File: src/rtl/to_serial_if.sv
// Handshake bundle for the to_serial stage: wide word in on one side, narrow slices out on the other.
// The master modport is the environment driving the block; slave is the block itself.
interface to_serial_if #(
    parameter int NO_CH  = 10,
    parameter int BW_IN  = 8,
    parameter int BW_OUT = 2
);
    logic                           vld_in;
    logic                           rdy_out;
    logic [NO_CH-1:0][BW_IN-1:0]    data_in;
    logic                           vld_out;
    logic                           rdy_in;
    logic [NO_CH-1:0][BW_OUT-1:0]   data_out;

    modport master (
        output vld_in,
        output data_in,
        output rdy_in,
        input  rdy_out,
        input  vld_out,
        input  data_out
    );

    modport slave (
        input  vld_in,
        input  data_in,
        input  rdy_in,
        output rdy_out,
        output vld_out,
        output data_out
    );
endinterface

File: src/rtl/to_serial.sv
// Serializer: accepts one multi-channel wide word and emits it as BW_IN/BW_OUT narrow slices per
// channel, least significant slice first, with a one-word pending buffer for gapless streaming.
module to_serial #(
    parameter int NO_CH  = 10,
    parameter int BW_IN  = 8,
    parameter int BW_OUT = 2
) (
    input  logic        clk,
    input  logic        rst,
    to_serial_if.slave  bus
);
    localparam int NO_CYC = BW_IN / BW_OUT;
    localparam int CW     = (NO_CYC > 1) ? $clog2(NO_CYC) : 1;
    localparam logic [CW-1:0] LAST_CNT = CW'(NO_CYC - 1);

    typedef enum logic {IDLE, SHIFT} state_t;

    state_t                         r_state;
    logic                           r_vld_out;
    logic [CW-1:0]                  r_cnt;
    logic [NO_CH-1:0][BW_IN-1:0]    r_shift;
    logic [NO_CH-1:0][BW_IN-1:0]    r_pend;
    logic                           r_pend_vld;

    logic                           w_accept;
    logic                           w_fire;
    logic                           w_last;

    // Ready depends only on the pending flag, so no combinational path from vld_in or rdy_in.
    assign bus.rdy_out = !r_pend_vld && !rst;
    assign bus.vld_out = r_vld_out;

    assign w_accept = bus.vld_in && bus.rdy_out;
    assign w_fire   = r_vld_out && bus.rdy_in;
    assign w_last   = (r_cnt == LAST_CNT);

    always_comb begin
        bus.data_out = '0;
        for (int i = 0; i < NO_CH; i++) begin
            bus.data_out[i] = r_shift[i][BW_OUT-1:0];
        end
    end

    always_ff @(posedge clk) begin
        if (rst) begin
            r_state    <= IDLE;
            r_vld_out  <= 1'b0;
            r_cnt      <= '0;
            r_shift    <= '0;
            r_pend     <= '0;
            r_pend_vld <= 1'b0;
        end else begin
            case (r_state)
                IDLE: begin
                    if (w_accept) begin
                        r_shift   <= bus.data_in;
                        r_cnt     <= '0;
                        r_state   <= SHIFT;
                        r_vld_out <= 1'b1;
                    end
                end

                SHIFT: begin
                    if (w_fire && w_last) begin
                        // Pending word wins; a same-cycle accept can only happen when nothing is pending.
                        if (r_pend_vld) begin
                            r_shift    <= r_pend;
                            r_cnt      <= '0;
                            r_pend_vld <= 1'b0;
                        end else if (w_accept) begin
                            r_shift <= bus.data_in;
                            r_cnt   <= '0;
                        end else begin
                            r_state   <= IDLE;
                            r_vld_out <= 1'b0;
                        end
                    end else begin
                        if (w_fire) begin
                            for (int i = 0; i < NO_CH; i++) begin
                                r_shift[i] <= r_shift[i] >> BW_OUT;
                            end
                            r_cnt <= r_cnt + CW'(1);
                        end
                        if (w_accept) begin
                            r_pend     <= bus.data_in;
                            r_pend_vld <= 1'b1;
                        end
                    end
                end

                default: begin
                    r_state   <= IDLE;
                    r_vld_out <= 1'b0;
                end
            endcase
        end
    end
endmodule

File: src/flat_wrapper.sv
// flat-port wrapper written by rule: the top's interface ports become plain ports
module to_serial_flat 
#(
    parameter int NO_CH  = 10,
    parameter int BW_IN  = 8,
    parameter int BW_OUT = 2
)
  (clk, rst, bus_vld_in, bus_data_in, bus_rdy_in, bus_rdy_out, bus_vld_out, bus_data_out);
  to_serial_if #(.NO_CH(NO_CH), .BW_IN(BW_IN), .BW_OUT(BW_OUT)) bus_i ();
  input  logic clk;
  input  logic rst;
  input wire logic [$bits(bus_i.vld_in)-1:0] bus_vld_in;
  input wire logic [$bits(bus_i.data_in)-1:0] bus_data_in;
  input wire logic [$bits(bus_i.rdy_in)-1:0] bus_rdy_in;
  output wire logic [$bits(bus_i.rdy_out)-1:0] bus_rdy_out;
  output wire logic [$bits(bus_i.vld_out)-1:0] bus_vld_out;
  output wire logic [$bits(bus_i.data_out)-1:0] bus_data_out;
  assign bus_i.vld_in = bus_vld_in;
  assign bus_i.data_in = bus_data_in;
  assign bus_i.rdy_in = bus_rdy_in;
  assign bus_rdy_out = bus_i.rdy_out;
  assign bus_vld_out = bus_i.vld_out;
  assign bus_data_out = bus_i.data_out;
  to_serial #(.NO_CH(NO_CH), .BW_IN(BW_IN), .BW_OUT(BW_OUT)) u_core (.clk(clk), .rst(rst), .bus(bus_i));
endmodule
File: config.mk
export PLATFORM = sky130hd
export DESIGN_NAME = to_serial_flat
export DESIGN_NICKNAME = d
export VERILOG_FILES = /design/src/rtl/to_serial_if.sv /design/src/rtl/to_serial.sv /design/src/flat_wrapper.sv
export SDC_FILE = /design/constraint.sdc
export NUM_CORES = 1
export LEC_CHECK = 0
export BUFFER_PORTS_ARGS = -buffer_cell sky130_fd_sc_hd__buf_2
export CORE_UTILIZATION = 42
export DETAILED_ROUTE_END_ITERATION = 8
export PLACE_DENSITY_LB_ADDON = 0.12
export REMOVE_ABC_BUFFERS = 1
export SYNTH_ARGS = -nofsm -noshare
export SYNTH_HDL_FRONTEND = slang
export SYNTH_SLANG_ARGS = --single-unit
File: constraint.sdc
create_clock -name clk -period 5.6 [get_ports clk]
set_input_delay 0.56 -clock clk [delete_from_list [all_inputs] [get_ports clk]]
set_output_delay 0.56 -clock clk [all_outputs]
set_load 0.01 [all_outputs]
==> impl_results.md, run 1 <==
* Status: finished clean
* Tcrit/Tclk final at 49.8%
* CP cell instances: clkinv_1 > nor2_1 > nor2_1 > a22o_1
* Multi-input logic area at 0.00432 mm²
* Combinational group share of total power at 14.5%
* Clock buffer depth at 2
* Initial DRT Pass Iterations at 8
* Initial antenna violation count at 0
* Hold_buf cts at 0
* Ys Warns at 0
* Largest net degree at the start of global routing at 81
* Cell Area, Synth at 0.00833 mm²
* Fin Setup TNS at 0 ps
* Worst-path clk slew at 70 ps
* First-pass GRT wire length at 37100 µm
* Num CTS Buffers at 17
* RSZ-0062 raised after global routing: no
* Sequential element share of the synthesized area at 39.7%
* Most frequent cells in the layout: 183 x nand2_1, 163 x dfxtp_1, 104 x buf_2
* Cells after Synth at 1036
* Initial detailed-routing violation count at 762
* Max-slew violations at 0
* Seq pwr share at 45.1%
* Layout cells sized above 1 at 20.7%
* CP required at 5920 ps
* Area Overhead vs Synth at 12.7%
* Startpoint types: flip-flop
* Die width at 143 µm
* Post-synth cell types at 42
* Total congestion overflow at 0
* Clk sinks at 165
* Routed vias at 7464
* Most common cell after layout, fill and taps aside: nand2_1
* Slew margin rel. at 11.7%
* Crit path largest cell delay at 890 ps
* Final core utilization at 48.2%
* Worst-Skew Late Latency at 430 ps
* GPL Wtd Cong at 0.735
* Peak supply drop at 231 µV
* Switching share of power at 27.2%
* # DRC at 0
* Row count at 51
* # setup viols final at 0
* Power Density at 307 mW/mm²
* Max Freq at 0.359 GHz
* Crit path arrival time at 3110 ps
* WL final at 23500 µm
* Storage cell area at 0.00331 mm²
* Crit path time final at 2790 ps
* Top Ports at 106
* Clk pwr share at 40.5%
* Internal at 2.10 mW
* Finished Cell Area at 0.00939 mm²
* Final Hold Fails at 0
* Drt via density at 5.58
* Crit Path Category: flip-flop to flip-flop
* Total track usage at 23.2%
* Worst Max-Slew Pin Slew at 1330 ps
* Post-CTS Resized at 0
* TritonCTS clock tree: built
* Seq cells post-synth at 165
* Core Area at 0.0195 mm²
* # diodes at 0
* Crit end category: flip-flop
* Most used cell, CP: nor2_1
* Fillers at 1933
* Setup Buffers After CTS at 0
* Post-Syn Area per Cell at 8.04 µm²
* Die ar. at 0.0204 mm²
* Nets at 1145
* DIE HEIGHT at 143 µm
* Clock Skew at 5.88 ps
* Final ANT Viol Nets at 0
* WL/cell at 17.6 µm
* Htree depth at 4
* Vias in the first global route at 6807
* Switching Power at 0.785 mW
* Post-DP HPWL at 13600 µm
* # Max-Cap Violations at 0
* Clock tree root buffer cell: clkbuf_16
* CP max FO at 50
* Initial Utilization at 42.8%
* Port bufs at 105
* Min-Delay Path Class: primary input to flip-flop
* Leakage at 3.44 nW
* Slowest cell on the critical path: nor2_1
* Dpl cell area at 0.00881 mm²
[worst max-delay path: cells and delay by family (launching register included)]
kind | cells | cell delay (ps)
AO/OA/AOI/OAI | 1 | 290
buffers and inverters | 1 | 420
flip-flops | 1 | 740
AND/OR/NAND/NOR | 2 | 1220
[synthesized netlist by cell type]
library cell / n / area [µm²]
a211oi_1: 37 / 278
ha_1: 1 / 12.5
buf_2: 18 / 90.1
nor3b_2: 1 / 12.5
a31oi_1: 5 / 31.3
mux2_2: 57 / 642
buf_4: 21 / 158
inv_1: 52 / 195
buf_1: 6 / 22.5
nor4b_1: 5 / 43.8
mux2i_1: 10 / 100
a22oi_1: 2 / 15.0
clkbuf_1: 70 / 263
nand3_1: 3 / 15.0
buf_6: 1 / 11.3
nor2_1: 65 / 244
nor3_1: 24 / 120
and3b_1: 5 / 43.8
o21ai_0: 76 / 380
o32ai_1: 9 / 78.8
a32oi_1: 7 / 61.3
mux2_1: 3 / 33.8
nand2b_1: 7 / 43.8
o22ai_1: 1 / 6.26
a32o_1: 9 / 90.1
or3b_1: 1 / 8.76
o31ai_1: 3 / 22.5
a21oi_1: 88 / 440
a221oi_1: 4 / 35.0
a222oi_1: 40 / 400
mux2_4: 4 / 60.1
nor3_2: 1 / 10.0
nor2b_1: 16 / 100
nand4b_1: 1 / 8.76
o211ai_1: 19 / 143
nand2_1: 184 / 691
and3_1: 1 / 6.26
o221ai_1: 5 / 43.8
dfxtp_1: 165 / 3300
and2_1: 1 / 6.26
clkinv_1: 2 / 7.51
a22o_1: 6 / 52.6
[worst paths after layout]
kind,slack (ps),endpoint,from,depth (start not counted)
hold / removal,370,u_core.r_pend[72],bus_data_in[72],3
setup / recovery,2810,u_core.r_shift[7],u_core.r_state,4
setup reg to reg,2810,u_core.r_shift[7],u_core.r_state,4
hold reg to reg,450,u_core.r_pend[54],u_core.r_pend[54],2
[layer usage]
| layer | routed length [µm] | track usage (%) |
|---|---|---|
| met3 | 1150 | 4.26 |
| met4 | 212 | 5.77 |
| met1 | 11100 | 31.9 |
| met5 | 0 | 0 |
| met2 | 11100 | 37.3 |
[kinds of logic (layout without fill, tap and decap cells)]
family / Yosys count / in the layout / share of synthesized area [%]
AND/OR/NAND/NOR: 315 / 315 / 16.3
adder cells (fa/ha/maj): 1 / 1 / 0.150
buffers and inverters: 170 / 207 / 8.97
AO/OA/AOI/OAI: 311 / 311 / 24.9
multiplexers: 74 / 74 / 10.0
flip-flops: 165 / 165 / 39.7
[metrics by stage]
step / setup slack (ps) / power [mW] / hold WS, ps / std cells
2_1_floorplan: 251 / 1.58 / 426 / 920
6_report: 2810 / 2.88 / 372 / 1338
4_1_cts: 2850 / 2.90 / 365 / 1338
3_3_place_gp: 2840 / 1.74 / 439 / 1306
5_1_grt: 2590 / 3.01 / 367 / 1338
3_5_place_dp: 2860 / 1.74 / 444 / 1306
[power by group through the flow]
| stage | combinational (mW) | clock (mW) | sequential (mW) |
|---|---|---|---|
| after global routing | 0.463 | 1.24 | 1.31 |
| after floorplan | 0.254 | 0 | 1.32 |
| after CTS | 0.418 | 1.18 | 1.30 |
| final | 0.417 | 1.17 | 1.30 |
| after detailed placement | 0.417 | 0 | 1.32 |
| after global placement | 0.414 | 0 | 1.32 |
[area by class of cell]
type                    count  share of cell area, %
clock buffers              19                   4.72
clock inverters            13                   1.43
inverters                  54                   2.16
multi-input cells         701                   46.0
flip-flops and latches    165                   35.2
well taps                 265                   3.53
repair buffers            121                   6.90
[sequential cells by signal, summed over array words and instances, names as in the netlist]
signal / count
u_core.r_pend: 80
u_core.bus.vld_out: 1
u_core.r_pend_vld: 1
u_core.bus.data_out: 20
u_core.r_shift: 60
u_core.r_cnt: 2
u_core.r_state: 1
(Power assumes the default switching activity.)
==> run 2: changes to the inputs <==
ABC_AREA = 1   (was unset)
clock period = 2.3 ns   (was 5.6 ns; I/O delays follow)
==> run 2 against run 1 <==
Compared with the run above:
- worst setup slack lost 2400 ps
- critical path depth grew 3
- non-clock buffer count up 17
- final cell count increased by 15%
- die area decreased by 2.2%
==> impl_results.md, run 2 <==
* Worst-path clk slew at 70 ps
* Max Freq at 0.536 GHz
* Die ar. at 0.0200 mm²
* Setup Buffers After CTS at 0
* Nets at 1353
* Crit Path Category: flip-flop to flip-flop
* Die width at 141 µm
* Clock tree root buffer cell: clkbuf_16
* # Max-Cap Violations at 0
* First-pass GRT wire length at 38400 µm
* Post-synth top flop: dfxtp_1
* # DRC at 0
* Min-Delay Path Class: primary input to flip-flop
* Crit path time final at 1870 ps
* Tcrit/Tclk final at 81.1%
* Clock Skew at 10.4 ps
* Placed insts at 1509
* Storage cell area at 0.00330 mm²
* Initial antenna violation count at 1
* Routed vias at 7911
* Port bufs at 105
* Hold_buf cts at 0
* Post-DP HPWL at 14100 µm
* Post-Syn Area per Cell at 6.67 µm²
* Most frequent cells in the layout: 305 x nand2_1, 182 x a21oi_1, 165 x dfxtp_1
* Top post-synthesis cells by area: dfxtp_1 41%, nand2_1 14%, a21oi_1 11%
* Initial Utilization at 43.3%
* Crit end category: flip-flop
* FFs w/ async S/R, synth at 0%
* Top cells by count, synth: 306 x nand2_1, 182 x a21oi_1, 165 x dfxtp_1
* RSZ-0062 raised after global routing: no
* Clock buffer depth at 2
* Cell Area, Synth at 0.00815 mm²
* Total congestion overflow at 0
* Fillers at 1988
* R2R Setup Slk at 430 ps
* Area Overhead vs Synth at 15.0%
* DIE HEIGHT at 141 µm
* Multi-input logic area at 0.00394 mm²
* Vias in the first global route at 7356
* Top Ports at 106
* Dpl ws at 467 ps
* Final core utilization at 49.8%
* Ys Warns at 0
* Most common cell after layout, fill and taps aside: nand2_1
* Post-synth cell types at 29
* Yosys top cell area share at 40.5%
* Slew margin rel. at 44.4%
* Seq cells post-synth at 165
* Layout cells sized above 1 at 14.1%
* Post-CTS Resized at 0
* Peak supply drop at 574 µV
* Startpoint types: flip-flop
* Setup crit start: u_core.r_cnt[0]
* GPL Wtd Cong at 0.787
* Power Density at 773 mW/mm²
* WL/cell at 15.1 µm
* EDFF count, synth at 0
* TritonCTS clock tree: built
* CP max FO at 60
* Htree depth at 4
* Hold path start: bus_data_in[40]
* Post-Layout Cell Count at 1540
* Core Area at 0.0188 mm²
* Reg2reg start: u_core.r_cnt[0]
* Worst hold stages at 3
* Largest register FFs at 80
* Worst Max-Slew Pin Slew at 835 ps
* Total track usage at 24.3%
* R2R depth at 7
* # diodes at 0
* Max-slew violations at 0
* Final ANT Viol Nets at 0
* Setup ws final at 435 ps
* Cell type with the highest aggregate area in the netlist: dfxtp_1
* CP required at 2650 ps
* Sequential element share of the synthesized area at 40.5%
* Num CTS Buffers at 17
* Cells after Synth at 1221
* Leakage at 3.98 nW
* Initial detailed-routing violation count at 489
* Crit path arrival time at 2210 ps
* # setup viols final at 0
* Row count at 50
* Initial DRT Pass Iterations at 5
* Final Hold Fails at 0
* Clk sinks at 165
* Worst-Skew Late Latency at 420 ps
* WL final at 23200 µm
* Most frequent cell after synthesis: nand2_1
* Worst Hold End: u_core.r_pend[40]
* Status: finished clean
* Reg with most FFs: u_core.r_pend
* Largest net degree at the start of global routing at 67
* Worst reg2reg path endpoint: u_core.r_pend[51]
* Drt via density at 5.14
run 2: worst max-delay path, stage by stage, from the launching register on:
cell and delay, ps:
dfxtp_1 330, ha_1 230, nand3_2 100, nand2_2 110, nor2_4 120, buf_4 570, nand2_1 130, a21oi_1 160
run 2: how the worst max path moves through the flow:
stage	to	slack, ps	depth (start not counted)
floorplan	u_core.bus.data_out[1]	-820	8
global placement	u_core.r_pend[13]	470	7
detailed placement	u_core.r_pend[73]	470	7
CTS	u_core.r_pend[56]	440	7
global route	u_core.r_pend[34]	250	7
finish	u_core.r_pend[51]	430	7
run 2: logic make-up (layout without fill, tap and decap cells):
family,after synthesis,in the layout,share of synthesized area (%)
and+or+nand+nor,481,481,24.1
buffers and inverters,207,266,11.2
AOI/OAI and AO/OA,367,367,24.0
adders and majority gates,1,1,0.154
DFF,165,165,40.5
run 2: per-stage QoR:
| stage | hold slack [ps] | setup TNS, ps | power, mW | cell area (µm²) |
|---|---|---|---|---|
| 2_1_floorplan | 299 | -69240 | 3.98 | 7600 |
| 3_3_place_gp | 441 | 0 | 4.48 | 8800 |
| 3_5_place_dp | 445 | 0 | 4.48 | 8800 |
| 4_1_cts | 42.6 | 0 | 7.30 | 9370 |
| 5_1_grt | 58.5 | 0 | 7.61 | 9370 |
| 6_report | 64.0 | 0 | 7.24 | 9370 |
run 2: layout make-up:
class                           count  share of cell area (%)
Clock buffer                       22                    4.95
Tap cell                          260                    3.47
Clock inverter                      9                    1.08
Sequential cell                   165                    35.3
Inverter                           97                    3.90
Timing Repair Buffer              138                    9.32
Multi-Input combinational cell    849                    42.0
run 2: report_power, final:
| group | total [mW] | internal (mW) | switching (mW) |
|---|---|---|---|
| Combinational | 1.23 | 0.458 | 0.771 |
| Sequential | 3.20 | 3.07 | 0.121 |
| Clock | 2.82 | 1.65 | 1.17 |
| Total | 7.24 | 5.18 | 2.06 |
run 2: layer usage:
layer,routed length (µm),GRT usage (%),vias to the layer above,part of all wire [%]
li1,-,-,4069,-
met1,11100,31.9,3665,48
met2,11100,41.2,162,48
met3,911,4.83,13,3.9
met4,174,5.21,2,0.75
met5,13,0,-,0.056
==> run 3: changes to the inputs <==
clock period = 1.9 ns   (was 2.3 ns; I/O delays follow)
==> run 3 against run 2 <==
Compared with the run above:
- first-iteration DRC count grew 16%
- routed wire length shrank 0.16%
- clock-buffer cell count grew 2
- final cell count grew 0.52%
- maximum frequency grew 11%
- combinational power grew 22%
- via count grew 0.48%
- largest power group unchanged
==> impl_results.md, run 3 (synthesis gave the netlist of run 2 again) <==
* Vias in the first global route at 7319
* Crit path arrival time at 2000 ps
* Startpoint types: flip-flop
* Worst hold stages at 3
* Post-DP HPWL at 14100 µm
* Fillers at 1920
* Crit end category: flip-flop
* Worst reg2reg path endpoint: u_core.bus.data_out[13]
* Num CTS Buffers at 17
* Final ANT Viol Nets at 0
* Row count at 50
* Max-slew violations at 0
* Slew margin rel. at 72.6%
* Total track usage at 23.9%
* Max Freq at 0.594 GHz
* TritonCTS clock tree: built
* Final Hold Fails at 0
* Largest register FFs at 80
* Peak supply drop at 621 µV
* Core Area at 0.0188 mm²
* Htree depth at 4
* Clock tree root buffer cell: clkbuf_16
* # DRC at 0
* # diodes at 0
* # Max-Cap Violations at 0
* GPL Wtd Cong at 0.777
* Worst-path clk slew at 60 ps
* WL final at 23200 µm
* CP max FO at 19
* Die ar. at 0.0200 mm²
* Reg with most FFs: u_core.r_pend
* Top Ports at 106
* Reg2reg start: u_core.r_cnt[0]
* Clock buffer depth at 2
* Largest net degree at the start of global routing at 67
* R2R depth at 7
* Power Density at 936 mW/mm²
* Leakage at 4.02 nW
* WL/cell at 15.0 µm
* Min-Delay Path Class: primary input to flip-flop
* Routed vias at 7949
* Initial detailed-routing violation count at 566
* Clk sinks at 165
* Initial DRT Pass Iterations at 5
* Drt via density at 5.14
* # setup viols final at 0
* R2R Setup Slk at 220 ps
* Die width at 141 µm
* Port bufs at 105
* Status: finished clean
* Worst-Skew Late Latency at 430 ps
* Nets at 1360
* Most frequent cells in the layout: 305 x nand2_1, 182 x a21oi_1, 165 x dfxtp_1
* DIE HEIGHT at 141 µm
* Worst hold margin at 18.8 ps
* Crit Path Category: flip-flop to flip-flop
* First-pass GRT wire length at 37900 µm
* Crit path time final at 1680 ps
* Hold path start: bus_data_in[42]
* Total congestion overflow at 0
* Total Power at 8.85 mW
* Tcrit/Tclk final at 88.6%
* Worst Hold End: u_core.r_pend[42]
* Clock Skew at 6.27 ps
* Worst Max-Slew Pin Slew at 412 ps
* CP required at 2210 ps
* Area Overhead vs Synth at 16.2%
* Initial Utilization at 43.3%
* RSZ-0062 raised after global routing: no
* Initial antenna violation count at 1
* Most common cell after layout, fill and taps aside: nand2_1
* Layout cells sized above 1 at 14.5%
## run 3: critical path, stage by stage, from the launching register on
cell	delay, ps
dfxtp_1	360
ha_1	190
nand3_2	180
nand2_2	180
buf_4	280
o21ai_0	140
a21oi_1	150
a21oi_1	80
## run 3: per-stage QoR
stage               utilization (%)  cells  instance area, µm²  TNS [ps]  setup slack, ps
floorplan                         -   1111                7600   -133590            -1220
global placement               47.0   1514                8850         0              263
detailed placement             47.0   1514                8850         0              231
CTS                            50.3   1548                9460         0              222
global route                   50.3   1548                9460         0             50.2
finish                         50.3   1548                9460         0              217
## run 3: area by class of cell
cell class,count,area (µm²),area share [%]
clock inverters,8,97.6,1.03
inverters,97,365,3.86
well taps,260,325,3.44
flip-flops and latches,165,3300,34.9
multi-input cells,849,3940,41.6
clock buffers,24,492,5.20
repair buffers,145,943,9.97
## run 3: how the worst max path moves through the flow
stage | start | end | slack (ps) | cells past startpoint
3_3_place_gp | u_core.r_cnt[0] | u_core.r_shift[76] | 260 | 7
2_1_floorplan | u_core.bus.vld_out | u_core.bus.data_out[1] | -1220 | 8
6_report | u_core.r_cnt[0] | u_core.bus.data_out[13] | 220 | 7
5_1_grt | u_core.r_cnt[0] | u_core.r_pend[2] | 50 | 8
4_1_cts | u_core.r_cnt[0] | u_core.r_pend[55] | 220 | 8
3_5_place_dp | u_core.r_cnt[0] | u_core.r_shift[76] | 230 | 7
## run 3: power breakdown
| group | switching [mW] | internal (mW) | total [mW] |
|---|---|---|---|
| clock network | 1.41 | 2.07 | 3.48 |
| logic | 0.933 | 0.567 | 1.50 |
| registers | 0.150 | 3.72 | 3.87 |
## run 3: metal layers
layer  track usage (%)  share of wire [%]  wire (µm)
met3              3.95                3.7        863
met1              31.7                 49      11300
met4              6.92               0.91        210
met5                 0              0.034          8
met2              40.0                 47      10800
## run 3: timing repair
item	in CTS	in global routing
buffers inserted	0	0
gates resized for setup	0	0
hold buffers	2	0
endpoints found under the hold margin	2	0
